<file path="config.mk">
export PLATFORM = sky130hd
export DESIGN_NAME = sa_mat_fetch
export DESIGN_NICKNAME = d
export VERILOG_FILES = /design/src/rtl/sa_pkg.sv /design/src/rtl/sa_fetch_addr_gen.sv /design/src/rtl/sa_mat_fetch.sv
export SDC_FILE = /design/constraint.sdc
export NUM_CORES = 1
export LEC_CHECK = 0
export ABC_AREA = 0
export ABC_CLOCK_PERIOD_IN_PS = 5300
export BUFFER_PORTS_ARGS = -buffer_cell sky130_fd_sc_hd__buf_2
export CAP_MARGIN = 20
export CELL_PAD_IN_SITES_DETAIL_PLACEMENT = 2
export CELL_PAD_IN_SITES_GLOBAL_PLACEMENT = 2
export CORE_ASPECT_RATIO = 1.2
export CORE_MARGIN = 5
export CORE_UTILIZATION = 30
export DETAILED_ROUTE_END_ITERATION = 8
export PLACE_DENSITY_LB_ADDON = 0.25
export SETUP_SLACK_MARGIN = 0.1
export SLEW_MARGIN = 15
export SYNTH_ARGS = -nofsm -noshare
export SYNTH_HDL_FRONTEND = slang
export SYNTH_SLANG_ARGS = --single-unit
</file>
<file path="constraint.sdc">
create_clock -name clk -period 5.3 [get_ports clk]
set_input_delay 0.53 -clock clk [delete_from_list [all_inputs] [get_ports clk]]
set_output_delay 0.53 -clock clk [all_outputs]
set_load 0.01 [all_outputs]
</file>
<file path="src/rtl/sa_pkg.sv">
// Shared types and constants for the systolic-array operand fetch engine.
package sa_pkg;

    localparam int unsigned N_DEFAULT = 4;

    localparam logic [1:0] RESP_OKAY   = 2'b00;
    localparam logic [1:0] RESP_SLVERR = 2'b10;

    typedef enum logic [2:0] {
        ST_IDLE,
        ST_AR,
        ST_R,
        ST_OUT,
        ST_DONE
    } state_e;

    // Element counter width for an n x n matrix, never below one bit.
    function automatic int unsigned idx_width(input int unsigned n);
        return (n * n > 1) ? $clog2(n * n) : 1;
    endfunction

endpackage

</file>
<file path="src/rtl/sa_fetch_addr_gen.sv">
// Element counter, matrix select and read-address generation for sa_mat_fetch.
// next_addr_c_o is the address of the element selected after this cycle's load/step.
module sa_fetch_addr_gen
    import sa_pkg::*;
#(
    parameter int unsigned ADDR_WIDTH = 32,
    parameter int unsigned DATA_WIDTH = 32,
    parameter int unsigned N          = N_DEFAULT
) (
    input  logic                  clk,
    input  logic                  rst_n,
    input  logic                  load_i,
    input  logic                  step_i,
    input  logic [ADDR_WIDTH-1:0] addr_a_i,
    input  logic [ADDR_WIDTH-1:0] addr_b_i,
    output logic                  sel_o,
    output logic                  last_c_o,
    output logic [ADDR_WIDTH-1:0] next_addr_c_o
);

    localparam int unsigned NN     = N * N;
    localparam int unsigned IDX_W  = idx_width(N);
    localparam int unsigned STRIDE = DATA_WIDTH / 8;
    localparam logic [IDX_W-1:0] IDX_MAX = IDX_W'(NN - 1);

    logic [ADDR_WIDTH-1:0] base_a_q, base_a_d;
    logic [ADDR_WIDTH-1:0] base_b_q, base_b_d;
    logic [IDX_W-1:0]      idx_q, idx_d;
    logic                  sel_q, sel_d;

    always_comb begin
        base_a_d = base_a_q;
        base_b_d = base_b_q;
        idx_d    = idx_q;
        sel_d    = sel_q;
        if (load_i) begin
            base_a_d = addr_a_i;
            base_b_d = addr_b_i;
            idx_d    = '0;
            sel_d    = 1'b0;
        end else if (step_i) begin
            // End of A rolls over into the first element of B.
            if (idx_q == IDX_MAX) begin
                idx_d = '0;
                sel_d = 1'b1;
            end else begin
                idx_d = idx_q + IDX_W'(1);
            end
        end
    end

    // Address arithmetic wraps modulo 2^ADDR_WIDTH by truncation.
    assign next_addr_c_o = (sel_d ? base_b_d : base_a_d)
                         + ADDR_WIDTH'(idx_d) * ADDR_WIDTH'(STRIDE);
    assign last_c_o      = (idx_q == IDX_MAX);
    assign sel_o         = sel_q;

    always_ff @(posedge clk) begin
        if (!rst_n) begin
            base_a_q <= '0;
            base_b_q <= '0;
            idx_q    <= '0;
            sel_q    <= 1'b0;
        end else begin
            base_a_q <= base_a_d;
            base_b_q <= base_b_d;
            idx_q    <= idx_d;
            sel_q    <= sel_d;
        end
    end

endmodule

</file>
<file path="src/rtl/sa_mat_fetch.sv">
// Operand fetch engine: reads N*N words of A then B over AXI-lite and streams them out.
// Build option: SA_FETCH_ERR_ABORT_EN ends the fetch on the first non-OKAY read response.
module sa_mat_fetch
    import sa_pkg::*;
#(
    parameter int unsigned ADDR_WIDTH = 32,
    parameter int unsigned DATA_WIDTH = 32,
    parameter int unsigned N          = N_DEFAULT
) (
    input  logic                  clk,
    input  logic                  rst_n,
    input  logic                  i_start,
    input  logic [ADDR_WIDTH-1:0] i_addr_A,
    input  logic [ADDR_WIDTH-1:0] i_addr_B,
    output logic [ADDR_WIDTH-1:0] m_axil_araddr,
    output logic [2:0]            m_axil_arprot,
    output logic                  m_axil_arvalid,
    input  logic                  m_axil_arready,
    input  logic [DATA_WIDTH-1:0] m_axil_rdata,
    input  logic [1:0]            m_axil_rresp,
    input  logic                  m_axil_rvalid,
    output logic                  m_axil_rready,
    output logic [DATA_WIDTH-1:0] o_data,
    output logic                  o_sel,
    output logic                  o_last,
    output logic                  o_valid,
    input  logic                  i_ready,
    output logic                  o_busy,
    output logic                  o_done,
    output logic                  o_err
);

    state_e                state_q;
    logic [ADDR_WIDTH-1:0] araddr_q;
    logic                  arvalid_q;
    logic                  rready_q;
    logic [DATA_WIDTH-1:0] data_q;
    logic                  sel_q;
    logic                  last_q;
    logic                  valid_q;
    logic                  busy_q;
    logic                  done_q;
    logic                  err_q;

    logic                  load_c;
    logic                  step_c;
    logic                  gen_sel;
    logic                  gen_last_c;
    logic [ADDR_WIDTH-1:0] gen_addr_c;

    assign load_c = (state_q == ST_IDLE) && i_start;
    assign step_c = (state_q == ST_OUT) && i_ready && !(last_q && sel_q);

    sa_fetch_addr_gen #(
        .ADDR_WIDTH (ADDR_WIDTH),
        .DATA_WIDTH (DATA_WIDTH),
        .N          (N)
    ) u_addr_gen (
        .clk           (clk),
        .rst_n         (rst_n),
        .load_i        (load_c),
        .step_i        (step_c),
        .addr_a_i      (i_addr_A),
        .addr_b_i      (i_addr_B),
        .sel_o         (gen_sel),
        .last_c_o      (gen_last_c),
        .next_addr_c_o (gen_addr_c)
    );

    // Control FSM; every output is a register updated alongside the state.
    always_ff @(posedge clk) begin
        if (!rst_n) begin
            state_q   <= ST_IDLE;
            araddr_q  <= '0;
            arvalid_q <= 1'b0;
            rready_q  <= 1'b0;
            data_q    <= '0;
            sel_q     <= 1'b0;
            last_q    <= 1'b0;
            valid_q   <= 1'b0;
            busy_q    <= 1'b0;
            done_q    <= 1'b0;
            err_q     <= 1'b0;
        end else begin
            done_q <= 1'b0;
            case (state_q)
                ST_IDLE: begin
                    if (i_start) begin
                        araddr_q  <= gen_addr_c;
                        arvalid_q <= 1'b1;
                        busy_q    <= 1'b1;
                        err_q     <= 1'b0;
                        state_q   <= ST_AR;
                    end
                end
                ST_AR: begin
                    if (m_axil_arready) begin
                        arvalid_q <= 1'b0;
                        rready_q  <= 1'b1;
                        state_q   <= ST_R;
                    end
                end
                ST_R: begin
                    if (m_axil_rvalid) begin
                        rready_q <= 1'b0;
                        if (m_axil_rresp != RESP_OKAY) begin
                            err_q <= 1'b1;
                        end
`ifdef SA_FETCH_ERR_ABORT_EN
                        if (m_axil_rresp != RESP_OKAY) begin
                            done_q  <= 1'b1;
                            state_q <= ST_DONE;
                        end else
`endif
                        begin
                            data_q  <= m_axil_rdata;
                            sel_q   <= gen_sel;
                            last_q  <= gen_last_c;
                            valid_q <= 1'b1;
                            state_q <= ST_OUT;
                        end
                    end
                end
                ST_OUT: begin
                    if (i_ready) begin
                        valid_q <= 1'b0;
                        if (last_q && sel_q) begin
                            done_q  <= 1'b1;
                            state_q <= ST_DONE;
                        end else begin
                            araddr_q  <= gen_addr_c;
                            arvalid_q <= 1'b1;
                            state_q   <= ST_AR;
                        end
                    end
                end
                ST_DONE: begin
                    busy_q  <= 1'b0;
                    state_q <= ST_IDLE;
                end
                default: begin
                    state_q <= ST_IDLE;
                end
            endcase
        end
    end

    assign m_axil_araddr  = araddr_q;
    assign m_axil_arprot  = 3'b000;
    assign m_axil_arvalid = arvalid_q;
    assign m_axil_rready  = rready_q;
    assign o_data         = data_q;
    assign o_sel          = sel_q;
    assign o_last         = last_q;
    assign o_valid        = valid_q;
    assign o_busy         = busy_q;
    assign o_done         = done_q;
    assign o_err          = err_q;

endmodule

</file>
==> flow_summary.json, run 1 <==
{
  "critPathMaxFanout": 14,
  "drv_slew": 0,
  "setup.worst_path.start_class": "register",
  "cp.required_ns": 5.65,
  "post_route_cells_drive_above_1_share_pct": 22.9,
  "die_w_um": 147,
  "place_ws_ns": 1.18,
  "cts-resized-gates": 0,
  "fp.coreArea_mm2": 0.0223,
  "cpLargestDelayFamily": "compound AO/OA/AOI/OAI gates",
  "ys_seq_elements": 144,
  "yosys-top-cells-area": "dfxtp_1, nand2_1, a21oi_1",
  "grt_pass1_wl_mm": 37.9,
  "tightest_slew_ns": 0.951,
  "synth_top_flop_cell": "dfxtp_1",
  "syn_area_mm2": 0.00674,
  "antenna_found_initial": 0,
  "slowest_delay_ns": 0.66,
  "async_flop_share_pct": 0,
  "rows": 60,
  "dr.pass1.iters": 4,
  "dp.final_hpwl_mm": 16.6,
  "rsz0062_at_grt": "no",
  "clock_sinks": 144,
  "fin_crit_ns": 4.14,
  "period_share_pct": 78.2,
  "critical_path_class": "register to register",
  "synthAdderAreaFrac_pct": 1.23,
  "synth_edf_count": 0,
  "hold_class": "input pin to register",
  "finalSetupViolations": 0,
  "overflow": 0,
  "grt_max_degree": 114,
  "hold_buffers": 0,
  "vias_per_cell": 5.08,
  "cap_violations": 0,
  "p_per_area_mw_per_mm2": 349,
  "grt.total_usage_pct": 18.3,
  "clock_skew_ns": 0.00567,
  "fin_total_pwr_mw": 2.94,
  "status": "complete, no violations",
  "arrival_ns": 4.49,
  "antenna_cells": 0,
  "netlist.area_leader.share_pct": 42.8,
  "p_leak_nw": 3.33,
  "syn_area_per_cell_um2": 7.79,
  "final-hold-violation-count": 0,
  "postSynthCellCount": 865,
  "cp_slowest_cell": "dfxtp_1",
  "synth_top_family_by_area": "simple AND/OR/NAND/NOR gates",
  "synth_cell_type_count": 61,
  "relSlewSlack_pct": 36.6,
  "finalNetCount": 1116,
  "ant_nets": 0,
  "utilization_pct": 37.9,
  "die_h_um": 174,
  "synth_mux_area_share_pct": 4.64,
  "irDropWorstVdd_mv": 0.236,
  "drc": 0,
  "place.gp.congestion": 0.785,
  "cts-buffers-inserted": 17,
  "yosys.area.top_type": "dfxtp_1",
  "max_clock_freq_ghz": 0.241,
  "synth_xor_area_share_pct": 2.86,
  "grt_pass1_vias": 7042,
  "io_buffers": 175,
  "routed_wl_mm": 23.2,
  "synthSimpleGateAreaFrac_pct": 23.7,
  "path_cells": "nand4b_4 > o31ai_4 > mux2i_1 > o21ai_1 > ha_1 > inv_1 > fa_1 > nor2b_1 > o21ai_0 > nand2_1 > o2111ai_2 > or4_1 > a31oi_1",
  "insertion_delay_ns": 0.42,
  "htreeDepth": 4,
  "crit_path_end_kind": "register",
  "critPathBufInv": 1,
  "cts_tree": "built",
  "clkTransAtPathRegs_ns": 0.06,
  "synthToLayoutAreaGrowth_pct": 25.3,
  "cts.root.buffer_cell": "clkbuf_16",
  "post_cts_buffers": 0,
  "initial_core_util_pct": 30.2,
  "seq_area_frac_synth_pct": 42.8,
  "synth_warnings": 0,
  "drt_iter0_drc": 283,
  "post_drt_wl_per_cell_um": 17.9,
  "synth-compound-area-share_pct": 20.2,
  "pin_count": 179,
  "final.setup.tns_ns": 0,
  "fp.dieArea_mm2": 0.0256,
  "worst_slack_ns": 1.16,
  "vias": 6593,
  "clock_path_buffers": 2
}
path summary, 6_finish.rpt:
kind / startpoint / endpoint / slack (ns) / depth (start not counted)
worst min register to register: o_data[10] / o_data[10] / 0.45 / 2
worst min-delay path: m_axil_rdata[10] / o_data[10] / 0.34 / 3
worst max register to register: state_q[0] / m_axil_araddr[30] / 1.16 / 13
worst max-delay path: state_q[0] / m_axil_araddr[30] / 1.16 / 13
cells by family after synthesis:
group	after synthesis
multiplexers	31
buffers and inverters	69
XOR/XNOR	22
AO/OA/AOI/OAI	236
AND/OR/NAND/NOR	356
other	1
adder cells (fa/ha/maj)	6
flip-flops	144
worst reg2reg max path, delay by kind of cell (launching register included):
| kind | cells | cell delay (ns) |
|---|---|---|
| mux | 1 | 0.15 |
| flops | 1 | 0.66 |
| simple gates | 4 | 1.25 |
| buf+inv | 1 | 0.06 |
| fa+ha+maj | 2 | 0.59 |
| compound gates | 5 | 1.36 |
state kept, by name, summed over array words and instances (netlist names):
register	cells
m_axil_rready	1
o_done	1
o_last	1
state_q	3
o_err	1
o_valid	1
u_addr_gen.base_a_q	32
u_addr_gen.base_b_q	32
o_data	32
u_addr_gen.sel_o	1
m_axil_araddr	32
u_addr_gen.idx_q	4
o_busy	1
m_axil_arvalid	1
o_sel	1
cell usage after synthesis (all sizes together), types with 2 or more instances:
master	count
a211oi	13
a21o	2
a21oi	134
a221oi	3
a22oi	2
a311oi	6
a31oi	9
and2	5
and3	10
buf	23
clkbuf	40
dfxtp	144
ha	5
inv	6
mux2	2
mux2i	29
nand2	229
nand2b	3
nand3	13
nand4	8
nor2	45
nor2b	4
nor3	11
nor4	3
nor4b	3
o211ai	3
o21a	4
o21ai	46
o31ai	7
or2	5
or3	5
or4	6
or4b	2
xnor2	12
xor2	10
cell usage in the layout, fill, tap and decap left out, types with 3 or more instances in the layout:
| master | count |
|---|---|
| a211oi_1 | 13 |
| a21oi_1 | 134 |
| a221oi_1 | 3 |
| a311oi_1 | 6 |
| a31oi_1 | 8 |
| and2_1 | 5 |
| and3_1 | 10 |
| buf_2 | 175 |
| buf_4 | 7 |
| bufinv_16 | 5 |
| clkbuf_16 | 17 |
| clkbuf_8 | 3 |
| clkinv_2 | 3 |
| conb_1 | 3 |
| dfxtp_1 | 144 |
| ha_1 | 5 |
| inv_1 | 5 |
| mux2i_1 | 29 |
| nand2_1 | 229 |
| nand2b_1 | 3 |
| nand3_1 | 12 |
| nand4_1 | 8 |
| nor2_1 | 43 |
| nor2b_1 | 4 |
| nor3_1 | 9 |
| nor4_1 | 3 |
| o21a_1 | 4 |
| o21ai_0 | 32 |
| o21ai_1 | 14 |
| o31ai_1 | 6 |
| or2_2 | 3 |
| or3_1 | 5 |
| or4_1 | 6 |
| xnor2_1 | 12 |
| xor2_1 | 10 |
area by class of cell:
cell class,count,area (um2)
Clock buffer,21,470
Clock inverter,10,181
Fill cell,2633,13900
Inverter,6,25.0
Multi-Input combinational cell,654,3580
Sequential cell,144,2880
Tap cell,279,349
Timing Repair Buffer,183,948
per-stage QoR:
step	hold WS [ns]	std cells	instance area [um2]
global placement	0.437	1266	7790
finish	0.343	1297	8440
global route	0.334	1297	8440
floorplan	0.432	867	6750
CTS	0.325	1297	8440
detailed placement	0.448	1266	7790
power by group:
part / internal (mW) / total (mW) / switching [mW]
Combinational: 0.145 / 0.400 / 0.255
Clock: 0.870 / 1.34 / 0.468
Sequential: 1.15 / 1.20 / 0.0512
layer usage:
| layer | global-route usage (%) | vias to the layer above | share of wire (%) |
|---|---|---|---|
| met5 | 0 | - | 0 |
| met4 | 5.02 | 0 | 1.4 |
| met3 | 3.68 | 20 | 3.8 |
| met2 | 30.5 | 144 | 47 |
| met1 | 24.0 | 3164 | 47 |
| li1 | - | 3265 | - |
Power figures use the tool's default switching activity.
==> run 2, diff against run 1 <==
--- a/config.mk
+++ b/config.mk
@@ -6,7 +6,7 @@
 export NUM_CORES = 1
 export LEC_CHECK = 0
 export ABC_AREA = 0
-export ABC_CLOCK_PERIOD_IN_PS = 5300
+export ABC_CLOCK_PERIOD_IN_PS = 4050
 export BUFFER_PORTS_ARGS = -buffer_cell sky130_fd_sc_hd__buf_2
 export CAP_MARGIN = 20
 export CELL_PAD_IN_SITES_DETAIL_PLACEMENT = 2
==> constraint.sdc (replaced) <==
create_clock -name clk -period 4.05 [get_ports clk]
set_input_delay 0.405 -clock clk [delete_from_list [all_inputs] [get_ports clk]]
set_output_delay 0.405 -clock clk [all_outputs]
set_load 0.01 [all_outputs]
==> flow_summary.json, run 2 (synthesis gave the netlist of run 1 again) <==
{
  "cpLargestDelayFamily": "simple AND/OR/NAND/NOR gates",
  "grt_max_degree": 89,
  "clock_skew_ns": 0.00984,
  "fp.coreArea_mm2": 0.0223,
  "clkTransAtPathRegs_ns": 0.06,
  "finalSetupViolations": 0,
  "most-common-layout-cells": "nand2_1, buf_2, dfxtp_1, a21oi_1, nor2_1",
  "utilization_pct": 37.9,
  "cap_violations": 0,
  "post_drt_wl_per_cell_um": 18.0,
  "die_h_um": 174,
  "fp.dieArea_mm2": 0.0256,
  "p_int_mw": 2.62,
  "cp_slowest_cell": "dfxtp_1",
  "relSlewSlack_pct": 33.7,
  "fin_crit_ns": 3.67,
  "cts.root.buffer_cell": "clkbuf_16",
  "hold_buffers": 0,
  "crit_path_end_kind": "register",
  "overflow": 0,
  "grt_pass1_vias": 7146,
  "p_leak_nw": 3.33,
  "ant_nets": 0,
  "clock_sinks": 144,
  "insertion_delay_ns": 0.42,
  "drt_iter0_drc": 212,
  "clkPwrFrac_pct": 42.8,
  "rows": 60,
  "p_seq_share_pct": 42.8,
  "critPathMaxFanout": 12,
  "arrival_ns": 3.93,
  "drv_slew": 0,
  "cts_tree": "built",
  "tightest_slew_ns": 0.994,
  "p_per_area_mw_per_mm2": 435,
  "finalNetCount": 1125,
  "drc": 0,
  "antenna_found_initial": 0,
  "vias_per_cell": 5.07,
  "place.gp.congestion": 0.764,
  "cts-buffers-inserted": 17,
  "p_switching_mw": 1.05,
  "max_clock_freq_ghz": 0.273,
  "cp.required_ns": 4.31,
  "post-place-cells": 1274,
  "final_common_cell": "nand2_1",
  "hold_class": "input pin to register",
  "grt_pass1_wl_mm": 38.2,
  "setup.worst_path.start_class": "register",
  "critical_path_class": "register to register",
  "status": "complete, no violations",
  "routed_wl_mm": 23.5,
  "fin_total_pwr_mw": 3.67,
  "final.setup.tns_ns": 0,
  "dr.pass1.iters": 4,
  "grt.total_usage_pct": 18.3,
  "path_cells": "and4b_1 > nand2_1 > nor3_1 > a21oi_1 > nor2_1 > ha_1 > inv_1 > fa_1 > nor2b_1 > o21ai_0 > nand2_1 > o2111ai_4 > nor4_1 > xor2_1 > a21oi_1",
  "die_w_um": 147,
  "post_route_cells_drive_above_1_share_pct": 23.8,
  "htreeDepth": 4,
  "final_cells": 1307,
  "antenna_cells": 0,
  "final-hold-violation-count": 0,
  "pin_count": 179,
  "p_comb_share_pct": 14.4,
  "vias": 6633,
  "period_share_pct": 90.6,
  "synthToLayoutAreaGrowth_pct": 25.5,
  "dp.final_hpwl_mm": 17.3,
  "critPathBufInv": 1,
  "io_buffers": 175,
  "whs_ns": 0.220,
  "irDropWorstVdd_mv": 0.276,
  "rsz0062_at_grt": "no",
  "initial_core_util_pct": 30.2,
  "clock_path_buffers": 2,
  "slowest_delay_ns": 0.47,
  "swShare_pct": 28.7
}
run 2: changes by cell type in the layout (fill, tap and decap cells not counted), moves of 3 or more:
cell / before / now
clkinv_4: 0 / 5
buf_4: 7 / 16
bufinv_16: 5 / 2
clkbuf_8: 3 / 0
run 2: routing by layer:
metal	GRT usage (%)	part of all wire (%)	up-vias
met2	31.4	48	144
met5	0	0	-
met1	23.9	46	3193
met4	4.08	1.1	0
met3	3.57	4.3	16
li1	-	-	3280
run 2: per-stage QoR:
stage	worst slack (ns)	area, um2
final	0.383	8460
after global routing	0.102	8460
after CTS	0.235	8450
after detailed placement	0.293	7860
after floorplan	0.121	6780
after global placement	0.408	7860
run 2: what timing repair did:
action	4_1_cts	5_1_grt
buffers inserted	0	1
gates resized for setup	0	2
setup endpoints to repair	0	11
run 2: layout make-up:
type | count | area [um2]
Fill cell | 2622 | 13800
Multi-Input combinational cell | 654 | 3590
Sequential cell | 144 | 2890
Timing Repair Buffer | 192 | 1020
Clock buffer | 18 | 429
Tap cell | 279 | 349
Clock inverter | 14 | 158
Inverter | 6 | 25.0
run 2: worst register-to-register path: stages, from the launching register on:
cell and delay, ns:
dfxtp_1 0.47, and4b_1 0.45, nand2_1 0.13, nor3_1 0.21, a21oi_1 0.08, nor2_1 0.15
ha_1 0.19, inv_1 0.06, fa_1 0.40, nor2b_1 0.13, o21ai_0 0.16, nand2_1 0.19
o2111ai_4 0.23, nor4_1 0.40, xor2_1 0.19, a21oi_1 0.08
run 2: power groups by stage:
stage | clock network [mW] | logic, mW | registers [mW]
after floorplan | 0 | 0.309 | 1.60
after global placement | 0 | 0.524 | 1.60
after detailed placement | 0 | 0.536 | 1.61
after CTS | 1.62 | 0.541 | 1.57
after global routing | 1.68 | 0.593 | 1.59
final | 1.57 | 0.529 | 1.57
run 2: path summary, 6_finish.rpt:
check / start / end / slack (ns) / cells past startpoint
worst max-delay path: state_q[2] / m_axil_araddr[28] / 0.38 / 15
worst min register to register: o_err / o_err / 0.45 / 2
worst max register to register: state_q[2] / m_axil_araddr[28] / 0.38 / 15
worst min-delay path: i_addr_B[26] / u_addr_gen.base_b_q[26] / 0.22 / 3
